File: src/rtl/uart_tx_if.sv
// uart_tx_if: word handshake between a byte producer and the UART transmitter
interface uart_tx_if #(parameter int DATA_W = 8);
  logic              tx_en;
  logic [DATA_W-1:0] data;
  logic              ready;
  logic              busy;
  logic              done;
  logic              tx;
  modport master(output tx_en, data, input ready, busy, done, tx);
  modport slave(input tx_en, data, output ready, busy, done, tx);
endinterface

File: src/rtl/uart_tx_cfg.sv
// uart_tx_cfg: parametrised UART transmitter (width, bit period, parity, stop bits)
// Define UART_TX_HOLD_EN for a one-word holding register that allows back-to-back frames.
module uart_tx_cfg #(
  parameter int CLKS_PER_BIT = 10417,
  parameter int DATA_W       = 8,
  parameter int PARITY_MODE  = 0,
  parameter int STOP_BITS    = 1
) (
  input logic      clk,
  input logic      rst,
  uart_tx_if.slave bus
);
  localparam int BW = $clog2(CLKS_PER_BIT);
  typedef enum logic [2:0] {IDLE, START, DATA, PARITY, STOP} state_t;
  state_t            state, state_nxt;
  logic [BW-1:0]     baud;
  logic [3:0]        bit_cnt;
  logic [DATA_W-1:0] shreg, hold, src;
  logic              par, hold_full, accept, bit_end, last_data, last_stop, load;
  if (CLKS_PER_BIT < 2 || DATA_W < 5 || DATA_W > 9 || PARITY_MODE < 0 || PARITY_MODE > 2 ||
      STOP_BITS < 1 || STOP_BITS > 2) begin : g_bad_param
    $error("uart_tx_cfg: illegal parameter value");
  end
  assign bit_end   = baud == BW'(CLKS_PER_BIT - 1);
  assign last_data = bit_cnt == 4'(DATA_W - 1);
  assign last_stop = bit_cnt == 4'(STOP_BITS - 1);
  assign accept    = bus.tx_en && bus.ready;
  assign load      = state_nxt == START && state != START;
  assign src       = hold_full ? hold : bus.data;
`ifdef UART_TX_HOLD_EN
  always_ff @(posedge clk)
    if (rst) hold_full <= 1'b0;
    else if (accept && state != IDLE) begin
      hold_full <= 1'b1;
      hold      <= bus.data;
    end else if (load) hold_full <= 1'b0;
`else
  assign hold_full = 1'b0;
  assign hold      = '0;
`endif
  always_ff @(posedge clk)
    if (rst) begin
      state   <= IDLE;
      baud    <= '0;
      bit_cnt <= '0;
      bus.done <= 1'b0;
    end else begin
      state    <= state_nxt;
      baud     <= (state == IDLE || bit_end) ? '0 : baud + 1'b1;
      bit_cnt  <= state != state_nxt ? '0 : bit_cnt + 4'(bit_end);
      bus.done <= state == STOP && bit_end && last_stop;
    end
  // parity is fixed when the word is loaded so the shifter can consume its copy
  always_ff @(posedge clk)
    if (load) begin
      shreg <= src;
      par   <= ^src ^ (PARITY_MODE == 2);
    end else if (state == DATA && bit_end) shreg <= shreg >> 1;
  always_comb begin
    state_nxt = state;
    case (state)
      IDLE:    if (accept || hold_full) state_nxt = START;
      START:   if (bit_end) state_nxt = DATA;
      DATA:    if (bit_end && last_data) state_nxt = PARITY_MODE != 0 ? PARITY : STOP;
      PARITY:  if (bit_end) state_nxt = STOP;
      STOP:    if (bit_end && last_stop) state_nxt = hold_full ? START : IDLE;
      default: state_nxt = IDLE;
    endcase
  end
  always_comb begin
    bus.busy = state != IDLE;
    bus.tx   = state == START ? 1'b0 : state == DATA ? shreg[0] : state == PARITY ? par : 1'b1;
`ifdef UART_TX_HOLD_EN
    bus.ready = ~hold_full;
`else
    bus.ready = state == IDLE;
`endif
  end
endmodule

File: src/flat_wrapper.sv
// flat-port wrapper written by rule: the top's interface ports become plain ports
module uart_tx_cfg_flat 
#(
  parameter int CLKS_PER_BIT = 10417,
  parameter int DATA_W       = 8,
  parameter int PARITY_MODE  = 0,
  parameter int STOP_BITS    = 1
)
  (clk, rst, bus_tx_en, bus_data, bus_ready, bus_busy, bus_done, bus_tx);
  uart_tx_if #(.DATA_W(DATA_W)) bus_i ();
  input logic clk;
  input logic rst;
  input wire logic [$bits(bus_i.tx_en)-1:0] bus_tx_en;
  input wire logic [$bits(bus_i.data)-1:0] bus_data;
  output wire logic [$bits(bus_i.ready)-1:0] bus_ready;
  output wire logic [$bits(bus_i.busy)-1:0] bus_busy;
  output wire logic [$bits(bus_i.done)-1:0] bus_done;
  output wire logic [$bits(bus_i.tx)-1:0] bus_tx;
  assign bus_i.tx_en = bus_tx_en;
  assign bus_i.data = bus_data;
  assign bus_ready = bus_i.ready;
  assign bus_busy = bus_i.busy;
  assign bus_done = bus_i.done;
  assign bus_tx = bus_i.tx;
  uart_tx_cfg #(.CLKS_PER_BIT(CLKS_PER_BIT), .DATA_W(DATA_W), .PARITY_MODE(PARITY_MODE), .STOP_BITS(STOP_BITS)) u_core (.clk(clk), .rst(rst), .bus(bus_i));
endmodule
File: config.mk
export PLATFORM = sky130hd
export DESIGN_NAME = uart_tx_cfg_flat
export DESIGN_NICKNAME = d
export VERILOG_FILES = /design/src/rtl/uart_tx_if.sv /design/src/rtl/uart_tx_cfg.sv /design/src/flat_wrapper.sv
export SDC_FILE = /design/constraint.sdc
export NUM_CORES = 1
export LEC_CHECK = 0
export CAP_MARGIN = 20
export CORE_ASPECT_RATIO = 1.2
export CORE_MARGIN = 5
export CORE_UTILIZATION = 35
export DETAILED_ROUTE_END_ITERATION = 10
export GPL_ROUTABILITY_DRIVEN = 0
export GPL_TIMING_DRIVEN = 1
export PLACE_DENSITY = 0.6
export REMOVE_ABC_BUFFERS = 1
export SKIP_LAST_GASP = 1
export SYNTH_ARGS = -nofsm -noshare
export SYNTH_HDL_FRONTEND = slang
export SYNTH_SLANG_ARGS = --single-unit
File: constraint.sdc
create_clock -name clk -period 3.2 [get_ports clk]
set_input_delay 0.64 -clock clk [delete_from_list [all_inputs] [get_ports clk]]
set_output_delay 0.64 -clock clk [all_outputs]
set_load 0.005 [all_outputs]
==> results.ini, run 1 <==
[place]
dpl.cell_count = 215
dp_hpwl_um = 2170
port_buffers = 14

[synthesis]
syn-instance-count = 148
ys.warnings.count = 0
netlist_area_um2 = 1530
ys_top_cells_by_count = 22 x dfxtp_1, 20 x nor2_1, 18 x xnor2_1
async_flop_share = 0
synth_top_cell_by_area = dfxtp_1
ys_seq_area_frac = 0.464
synth_edf_count = 9
yosysMostFrequentCell = dfxtp_1
synth-seq-cells = 31
synth.area.top_cells = dfxtp_1 29%, edfxtp_1 18%, xnor2_1 10%, mux2_2 5.2%, nor2_1 4.9%
synth-main-ff-cell = dfxtp_1
synth.avg_cell_area_um2 = 10.3
synth_cell_type_count = 37
netlist.area_leader.share = 0.288

[final_layout]
fill_cells = 423
diodes = 0
drive_gt1_frac = 0.138
areaGrowthSynthToFinish_pct = 18.1
nets = 181
layout.cells.non_filler = 223
multi_input_area_um2 = 748
ff_latch_area_um2 = 711

[worst_setup_path]
startpoint_type = register
cp.arrival_ns = 2.75
r2r_cells = 10
cp-end-kind = register
required_ns = 3.41
r2r_slack_ns = 0.66
critPathKind = reg -> reg
reg2reg_from = u_core.baud[0]
worstPathMaxFanout = 11
r2r_end = u_core.bit_cnt[2]

[cts]
clockRootBuffer = clkbuf_8
cts_buffer_depth = 2
cts_buffers = 5
cts_hold_buf = 0
post_cts_resized = 0
cts_tree = yes
clock_latency_ns = 0.28
htreeDepth = 2
clk_pin_slew_ns = 0.06
post_cts_buffers = 0
clock_sinks = 31

[timing]
period_needed_ns = 2.54
max_freq_mhz = 393
hold_viol = 0
period_share = 0.795
tightest_slew_ns = 0.626
final.setup.tns_ns = 0
rsz0062_at_grt = false
holdWs_ns = 0.487
slew_violations = 0
relSlewSlack = 0.580
clock_skew_ns = 0.00848
setup_viol_count_final = 0

[die]
row_count = 26
start_util = 0.359
ios = 15
die_y_um = 82.4
dieArea_um2 = 5800
core_area_um2 = 4260
die_w_um = 70.4

[route]
routedWlPerCell_um = 13.0
drc = 0
ant_nets = 0
vias = 1085
firstDrtPassIters = 4
viasPerCell = 4.87
drt-total-wl_um = 2900
drtIter0Drc = 39

[grt]
gr-total-overflow = 0
groute.usage.overall = 0.107
grt_pass1_wl_um = 4800
grt_pass1_vias = 1108
antenna_found_initial = 0
grt_max_degree = 14

[pwr]
internal_power_mw = 0.639
pwr-share-seq = 0.521
p_sw_mw = 0.183
clkPwrFrac = 0.384
powerDensity_nw_per_um2 = 455
total_power_mw = 0.821
power_frac_comb = 0.094
peakVddDrop_mv = 0.191
netSwitchingFraction = 0.222
total_leakage_power_nw = 0.603

[hold_path]
hp-class = reg -> reg
holdPathEnd = u_core.baud[0]
whs_path_depth = 1
worstHoldStart = u_core.baud[0]

[flow_run]
drv_cap = 0

[run_status]
status = completed

[worst max-delay path, stage by stage (launching register included)]
cell and delay, ns:
dfxtp_1 0.34, inv_1 0.07, ha_1 0.13, or4b_1 0.42, or4_4 0.64, clkinv_2 0.12, ha_1 0.17, ha_1 0.16
xor2_1 0.16, o211ai_1 0.11, a21oi_1 0.14
[state kept, by name, summed over array words and instances (netlist names)]
name	count
u_core.baud	14
u_core.shreg	8
u_core.state	3
u_core.bus.done	1
u_core.bit_cnt	4
u_core.par	1
[worst max-delay path by stage]
stage                         from                end  slack [ns]
finish              u_core.baud[0]  u_core.bit_cnt[2]        0.66
global route        u_core.baud[0]  u_core.bit_cnt[2]        0.47
CTS                 u_core.baud[0]  u_core.bit_cnt[2]        0.64
detailed placement  u_core.baud[0]  u_core.bit_cnt[2]        0.66
global placement    u_core.baud[0]  u_core.bit_cnt[2]        0.78
floorplan           u_core.baud[0]    u_core.shreg[0]        0.70
[metal layers]
metal	up-vias	routed length [um]	track usage
li1	557	-	-
met1	502	1220	0.106
met2	18	1510	0.194
met3	8	113	0.0448
met4	0	63	0.0536
met5	-	0	0
[cell usage in the layout, fill, tap and decap left out, types with 3 or more instances in the layout]
cell type        Yosys  layout
dfxtp_1             22      22
clkdlybuf4s50_1      0      14
xnor2_1             18      18
mux2_2               7       7
nor3_1               5       5
inv_1                9       9
a21oi_1              6       6
o211ai_1             4       4
ha_1                 4       4
nor2_1              20      20
xor2_1               3       3
nand2_1              5       5
edfxtp_1             9       9
nand3b_1             3       3
nand3_1              5       5
clkbuf_8             0       6
[layout make-up]
type | count | share of cell area
tap | 56 | 0.0388
sequential | 31 | 0.393
timing repair buffer | 15 | 0.0817
clock buffer | 7 | 0.0478
inverter | 10 | 0.0215
clock inverter | 1 | 0.00277
multi-input combinational | 103 | 0.414
[cell families after synthesis]
logic type / count (synthesis) / synth area share
xor gates and xnor gates: 21 / 0.120
buffers and inverters: 14 / 0.0466
adders and majority gates: 4 / 0.0327
AOI/OAI and AO/OA: 18 / 0.0883
muxes: 7 / 0.0515
DFF: 31 / 0.464
and+or+nand+nor: 53 / 0.196
[power groups by stage]
stage,Sequential (mW),Combinational (mW),Clock (mW)
finish,0.428,0.0773,0.316
global route,0.429,0.0849,0.346
CTS,0.428,0.0790,0.326
detailed placement,0.437,0.0783,0
global placement,0.436,0.0760,0
floorplan,0.435,0.0448,0
[through the flow]
stage / util / setup slack, ns / instance area (um2)
2_1_floorplan: - / 0.700 / 1500
3_3_place_gp: 0.403 / 0.784 / 1720
3_5_place_dp: 0.403 / 0.660 / 1720
4_1_cts: 0.424 / 0.637 / 1810
5_1_grt: 0.424 / 0.468 / 1810
6_report: 0.424 / 0.656 / 1810
Note: power is estimated with default switching activity, not from simulation.
==> inputs of run 2 (changes only) <==
--- a/config.mk
+++ b/config.mk
@@ -12,7 +12,7 @@
 export DETAILED_ROUTE_END_ITERATION = 10
 export GPL_ROUTABILITY_DRIVEN = 0
 export GPL_TIMING_DRIVEN = 1
-export PLACE_DENSITY = 0.6
+export PLACE_DENSITY = 0.62
 export REMOVE_ABC_BUFFERS = 1
 export SKIP_LAST_GASP = 1
 export SYNTH_ARGS = -nofsm -noshare
==> constraint.sdc (replaced) <==
create_clock -name clk -period 2.3 [get_ports clk]
set_input_delay 0.46 -clock clk [delete_from_list [all_inputs] [get_ports clk]]
set_output_delay 0.46 -clock clk [all_outputs]
set_load 0.005 [all_outputs]
==> run 2 against run 1 <==
Against the previous run: design area up 4.8%; final cell count rose by 3.1%; die area unchanged; critical path type unchanged; non-clock buffer count grew 7; largest power group unchanged; total power rose by 35%; sequential power up 39%; worst hold slack gained 0.043 ns; routed wire length grew 1.1%; largest cell class unchanged; critical path depth is the same; critical endpoint unchanged; core utilization increased by 2.1 points; sequential share of layout area decreased by 1.7 points; clock-buffer cell count decreased by 2.
==> results.ini, run 2 (synthesis results as in run 1) <==
[run_status]
status = completed

[timing]
slew_violations = 0  ; unchanged
tightest_slew_ns = 0.505  ; -0.121 ns
rsz0062_at_grt = true
max_freq_mhz = 453  ; +15%
period_needed_ns = 2.21  ; -0.338 ns
hold_viol = 0  ; unchanged
relSlewSlack = 0.660  ; +0.0802
period_share = 0.959  ; +0.164
final.setup.tns_ns = 0  ; unchanged
clock_skew_ns = 0.00449  ; -0.00399 ns
setup_viol_count_final = 0  ; unchanged

[final_layout]
layout.cells.non_filler = 230  ; +3.1%
areaGrowthSynthToFinish_pct = 23.8
final_area_um2 = 1890  ; +4.8%
regMostFlops = u_core.baud
mostFrequentLayoutCells = 20 x nor2_1, 20 x dfxtp_1, 18 x xnor2_1
reg_top3 = u_core.baud (14), u_core.shreg (8), u_core.bit_cnt (4)
diodes = 0  ; unchanged
final_util = 0.445  ; +0.0206
largest_register_ffs = 14  ; unchanged
drive_gt1_frac = 0.218  ; +0.0807
nets = 188  ; +3.9%

[cts]
cts_hold_buf = 0  ; unchanged
clock_sinks = 31  ; unchanged
clockRootBuffer = clkbuf_8
htreeDepth = 2  ; unchanged
cts_buffer_depth = 2  ; unchanged
clock_latency_ns = 0.27  ; about the same
cts_tree = yes
clk_pin_slew_ns = 0.07  ; about the same
cts_buffers = 5  ; unchanged

[grt]
gr-total-overflow = 0  ; unchanged
grt_max_degree = 14  ; unchanged
grt_pass1_wl_um = 5100  ; +6.2%
antenna_found_initial = 0  ; unchanged
groute.usage.overall = 0.110  ; +0.00310
grt_pass1_vias = 1144  ; +3.2%

[route]
ant_nets = 0  ; unchanged
vias = 1133  ; +4.4%
drc = 0  ; unchanged
routedWlPerCell_um = 12.8  ; -2.0%
firstDrtPassIters = 4  ; unchanged
viasPerCell = 4.93  ; +1.2%
drt-total-wl_um = 2940  ; +1.1%
drtIter0Drc = 71  ; +82%

[die]
die_w_um = 70.4  ; unchanged
row_count = 26  ; unchanged
die_y_um = 82.4  ; unchanged
ios = 15  ; unchanged
core_area_um2 = 4260  ; unchanged
start_util = 0.359  ; unchanged
dieArea_um2 = 5800  ; unchanged

[worst_setup_path]
cp.arrival_ns = 2.42  ; -0.33 ns
required_ns = 2.51  ; -0.90 ns
crit_buf_inv = 2  ; unchanged
cpPeakStageDelay_ns = 0.46  ; -0.18 ns
crit_top_cell = ha_4
startpoint_type = register
crit_chain = inv_1 -> ha_2 -> or4b_1 -> or4_4 -> clkinv_4 -> ha_4 -> ha_4 -> xor2_1 -> o211ai_1 -> a21oi_1
path_delay_family = simple AND/OR/NAND/NOR gates
worstPathMaxFanout = 3  ; -8
critical-path-slowest-cell = or4_4
critPathKind = reg -> reg
cp-end-kind = register

[pwr]
total_power_mw = 1.11  ; +35%
total_leakage_power_nw = 0.635  ; +5.3%
powerDensity_nw_per_um2 = 584  ; +28%
peakVddDrop_mv = 0.476  ; +150%

[hold_path]
hp-class = reg -> reg

[place]
port_buffers = 14  ; unchanged
dpl.cell_count = 221  ; +2.8%
dpl_cell_area_um2 = 1760  ; +2.6%
dp_hpwl_um = 2220  ; +2.4%

[flow_run]
drv_cap = 0  ; unchanged

## run 2: cell count changes in the layout (fill, tap and decap cells not counted), moves of 2 or more
cell	before	now
ha_1	4	1
buf_4	1	8
ha_4	0	2
dfxtp_2	0	2
dfxtp_1	22	20
## run 2: through the flow
step                      hold slack [ns]  setup slack [ns]
after floorplan                     0.441            -0.200
after global placement              0.502            0.0749
after detailed placement            0.509           -0.0150
after CTS                           0.528            0.0410
after global routing                0.556          -0.00169
final                               0.530            0.0938
## run 2: worst min-delay path, cell delays in order (launching register included)
cell and delay, ns:
dfxtp_1 0.32, buf_4 0.12, nor2_1 0.04
## run 2: what timing repair did
action,CTS,global route
endpoints found under the setup margin,1,2
pin swaps,1,4
gates resized for setup,5,5
setup buffers,1,0
## run 2: layer usage
layer / share of wire / GRT usage
met5: 0 / 0
met4: 0.0085 / 0.0249
met2: 0.54 / 0.201
met3: 0.048 / 0.0412
met1: 0.41 / 0.122
## run 2: path summary, 6_finish.rpt
path,start,to,slack [ns],cells past startpoint
worst max register to register,u_core.baud[1],u_core.bit_cnt[2],0.09,10
worst min register to register,u_core.baud[0],u_core.baud[0],0.53,2
worst max-delay path,u_core.baud[1],u_core.bit_cnt[2],0.09,10
worst min-delay path,u_core.baud[0],u_core.baud[0],0.53,2
## run 2: cell type report
cell class	instances	area [um2]
multi-input combinational	103	785
clock buffer	5	68.8
sequential	31	713
inverter	10	42.5
tap	56	70.1
clock inverter	3	15.0
fill	418	2370
timing repair buffer	22	200
## run 2: power by group
part,switching [mW],total [mW],internal [mW]
clock,0.195,0.401,0.206
sequential,0.00862,0.596,0.587
combinational,0.0469,0.109,0.0621
total,0.250,1.11,0.856
==> inputs of run 3 (changes only) <==
--- a/config.mk
+++ b/config.mk
@@ -14,7 +14,6 @@
 export GPL_TIMING_DRIVEN = 1
 export PLACE_DENSITY = 0.62
 export REMOVE_ABC_BUFFERS = 1
-export SKIP_LAST_GASP = 1
 export SYNTH_ARGS = -nofsm -noshare
 export SYNTH_HDL_FRONTEND = slang
 export SYNTH_SLANG_ARGS = --single-unit
==> run 3 against run 2 <==
Against the previous run: flip-flop and latch count stayed put; fmax about the same; total power hardly changed; routed wire length up 0.10%; global-route usage did not move; final cell count did not move; worst hold slack is the same; critical path depth down 8; die area is the same; design area unchanged; sequential power about the same.
==> results.ini, run 3 (synthesis results as in run 1) <==
[run_status]
status = completed

[grt]
grt_max_degree = 14  ; unchanged
groute.usage.overall = 0.110  ; unchanged
grt_pass1_vias = 1144  ; unchanged
antenna_found_initial = 0  ; unchanged
gr-total-overflow = 0  ; unchanged
grt_pass1_wl_um = 5100  ; unchanged

[cts]
cts_buffers = 5  ; unchanged
cts_hold_buf = 0  ; unchanged
cts_tree = yes
clock_latency_ns = 0.27  ; about the same
clock_sinks = 31  ; unchanged
cts_buffer_depth = 2  ; unchanged
clockRootBuffer = clkbuf_8
clk_pin_slew_ns = 0.06  ; about the same
htreeDepth = 2  ; unchanged

[pwr]
total_leakage_power_nw = 0.635  ; about the same
peakVddDrop_mv = 0.476  ; about the same
powerDensity_nw_per_um2 = 584  ; about the same

[route]
drt-total-wl_um = 2940  ; +0.10%
drc = 0  ; unchanged
viasPerCell = 4.93  ; about the same
routedWlPerCell_um = 12.8  ; +0.10%
drtIter0Drc = 71  ; unchanged
vias = 1134  ; +0.088%
ant_nets = 0  ; unchanged
firstDrtPassIters = 4  ; unchanged

[die]
ios = 15  ; unchanged
core_area_um2 = 4260  ; unchanged
die_y_um = 82.4  ; unchanged
row_count = 26  ; unchanged
die_w_um = 70.4  ; unchanged
dieArea_um2 = 5800  ; unchanged
start_util = 0.359  ; unchanged

[hold_path]
hp-class = reg -> reg
worstHoldStart = u_core.baud[0]
holdPathEnd = u_core.baud[0]
whs_path_depth = 2  ; unchanged

[worst_setup_path]
r2r_cells = 8  ; -2
r2r_end = u_core.bit_cnt[2]
r2r_slack_ns = 0.09  ; about the same
critPathKind = reg -> out
startpoint_type = register
cp.arrival_ns = 1.75  ; -0.67 ns
reg2reg_from = u_core.baud[2]
worstPathMaxFanout = 10  ; +7
required_ns = 1.84  ; -0.67 ns
cp-end-kind = output pin

[place]
dpl.cell_count = 221  ; unchanged
port_buffers = 14  ; unchanged
dp_hpwl_um = 2220  ; unchanged
post-place-ws_ns = -0.0150  ; unchanged

[timing]
hold_viol = 0  ; unchanged
rsz0062_at_grt = false
tightest_slew_ns = 0.505  ; -0.000000238 ns
period_share = 0.959  ; about the same
fin_ws_ns = 0.0950  ; +0.00120 ns
max_freq_mhz = 454  ; about the same
clock_skew_ns = 0.00449  ; -0.000000200 ns
relSlewSlack = 0.660  ; unchanged
slew_violations = 0  ; unchanged
period_needed_ns = 2.21  ; -0.00121 ns
holdWs_ns = 0.530  ; unchanged
setup_viol_count_final = 0  ; unchanged

[final_layout]
reg_top3 = u_core.baud (14), u_core.shreg (8), u_core.bit_cnt (4)
regMostFlops = u_core.baud
mostFrequentLayoutCells = 20 x nor2_1, 20 x dfxtp_1, 18 x xnor2_1
areaGrowthSynthToFinish_pct = 23.8  ; unchanged
layout.cells.non_filler = 230  ; unchanged
drive_gt1_frac = 0.224  ; +0.00575
nets = 188  ; unchanged
largest_register_ffs = 14  ; unchanged
diodes = 0  ; unchanged
final_util = 0.445  ; unchanged

[flow_run]
drv_cap = 0  ; unchanged

run 3: where the power goes:
part | switching, mW | internal, mW
sequential | 0.00868 | 0.587
clock | 0.195 | 0.206
combinational | 0.0469 | 0.0621
run 3: repair_timing:
item / 4_1_cts / 5_1_grt
pin swaps: 1 / 4
setup buffers: 1 / 0
endpoints found under the setup margin: 1 / 2
resized for setup: 5 / 6
gates cloned: 0 / 0
run 3: layout make-up:
type | instances | area (um2)
fill | 418 | 2370
timing repair buffer | 22 | 200
inverter | 10 | 42.5
sequential | 31 | 713
multi-input combinational | 103 | 785
tap | 56 | 70.1
clock inverter | 3 | 15.0
clock buffer | 5 | 68.8
run 3: layer usage:
layer	vias up	global-route usage	wire, um
li1	565	-	-
met1	543	0.122	1190
met2	22	0.201	1580
met3	4	0.0412	148
met4	0	0.0249	25
met5	-	0	0
run 3: critical path, cell delays in order (launching register included):
cell and delay, ns:
dfxtp_1 0.40, nor3_1 0.47, clkdlybuf4s50_1 0.60
run 3: how the worst max path moves through the flow:
stage                          from           endpoint  slack [ns]  cells after the start
finish              u_core.state[0]          bus_ready        0.09                      2
global placement     u_core.baud[0]  u_core.bit_cnt[2]        0.07                     10
CTS                  u_core.baud[1]  u_core.bit_cnt[2]        0.04                     10
floorplan            u_core.baud[0]    u_core.shreg[0]       -0.20                      7
global route         u_core.baud[0]  u_core.bit_cnt[2]       0.003                     10
detailed placement   u_core.baud[0]  u_core.bit_cnt[2]       -0.02                     10
run 3: metrics by stage:
stage	cell area, um2	setup TNS (ns)	power (mW)
detailed placement	1760	-0.0150	0.718
global route	1890	0	1.16
finish	1890	0	1.11
global placement	1760	0	0.714
CTS	1870	0	1.13
floorplan	1500	-1.64	0.668
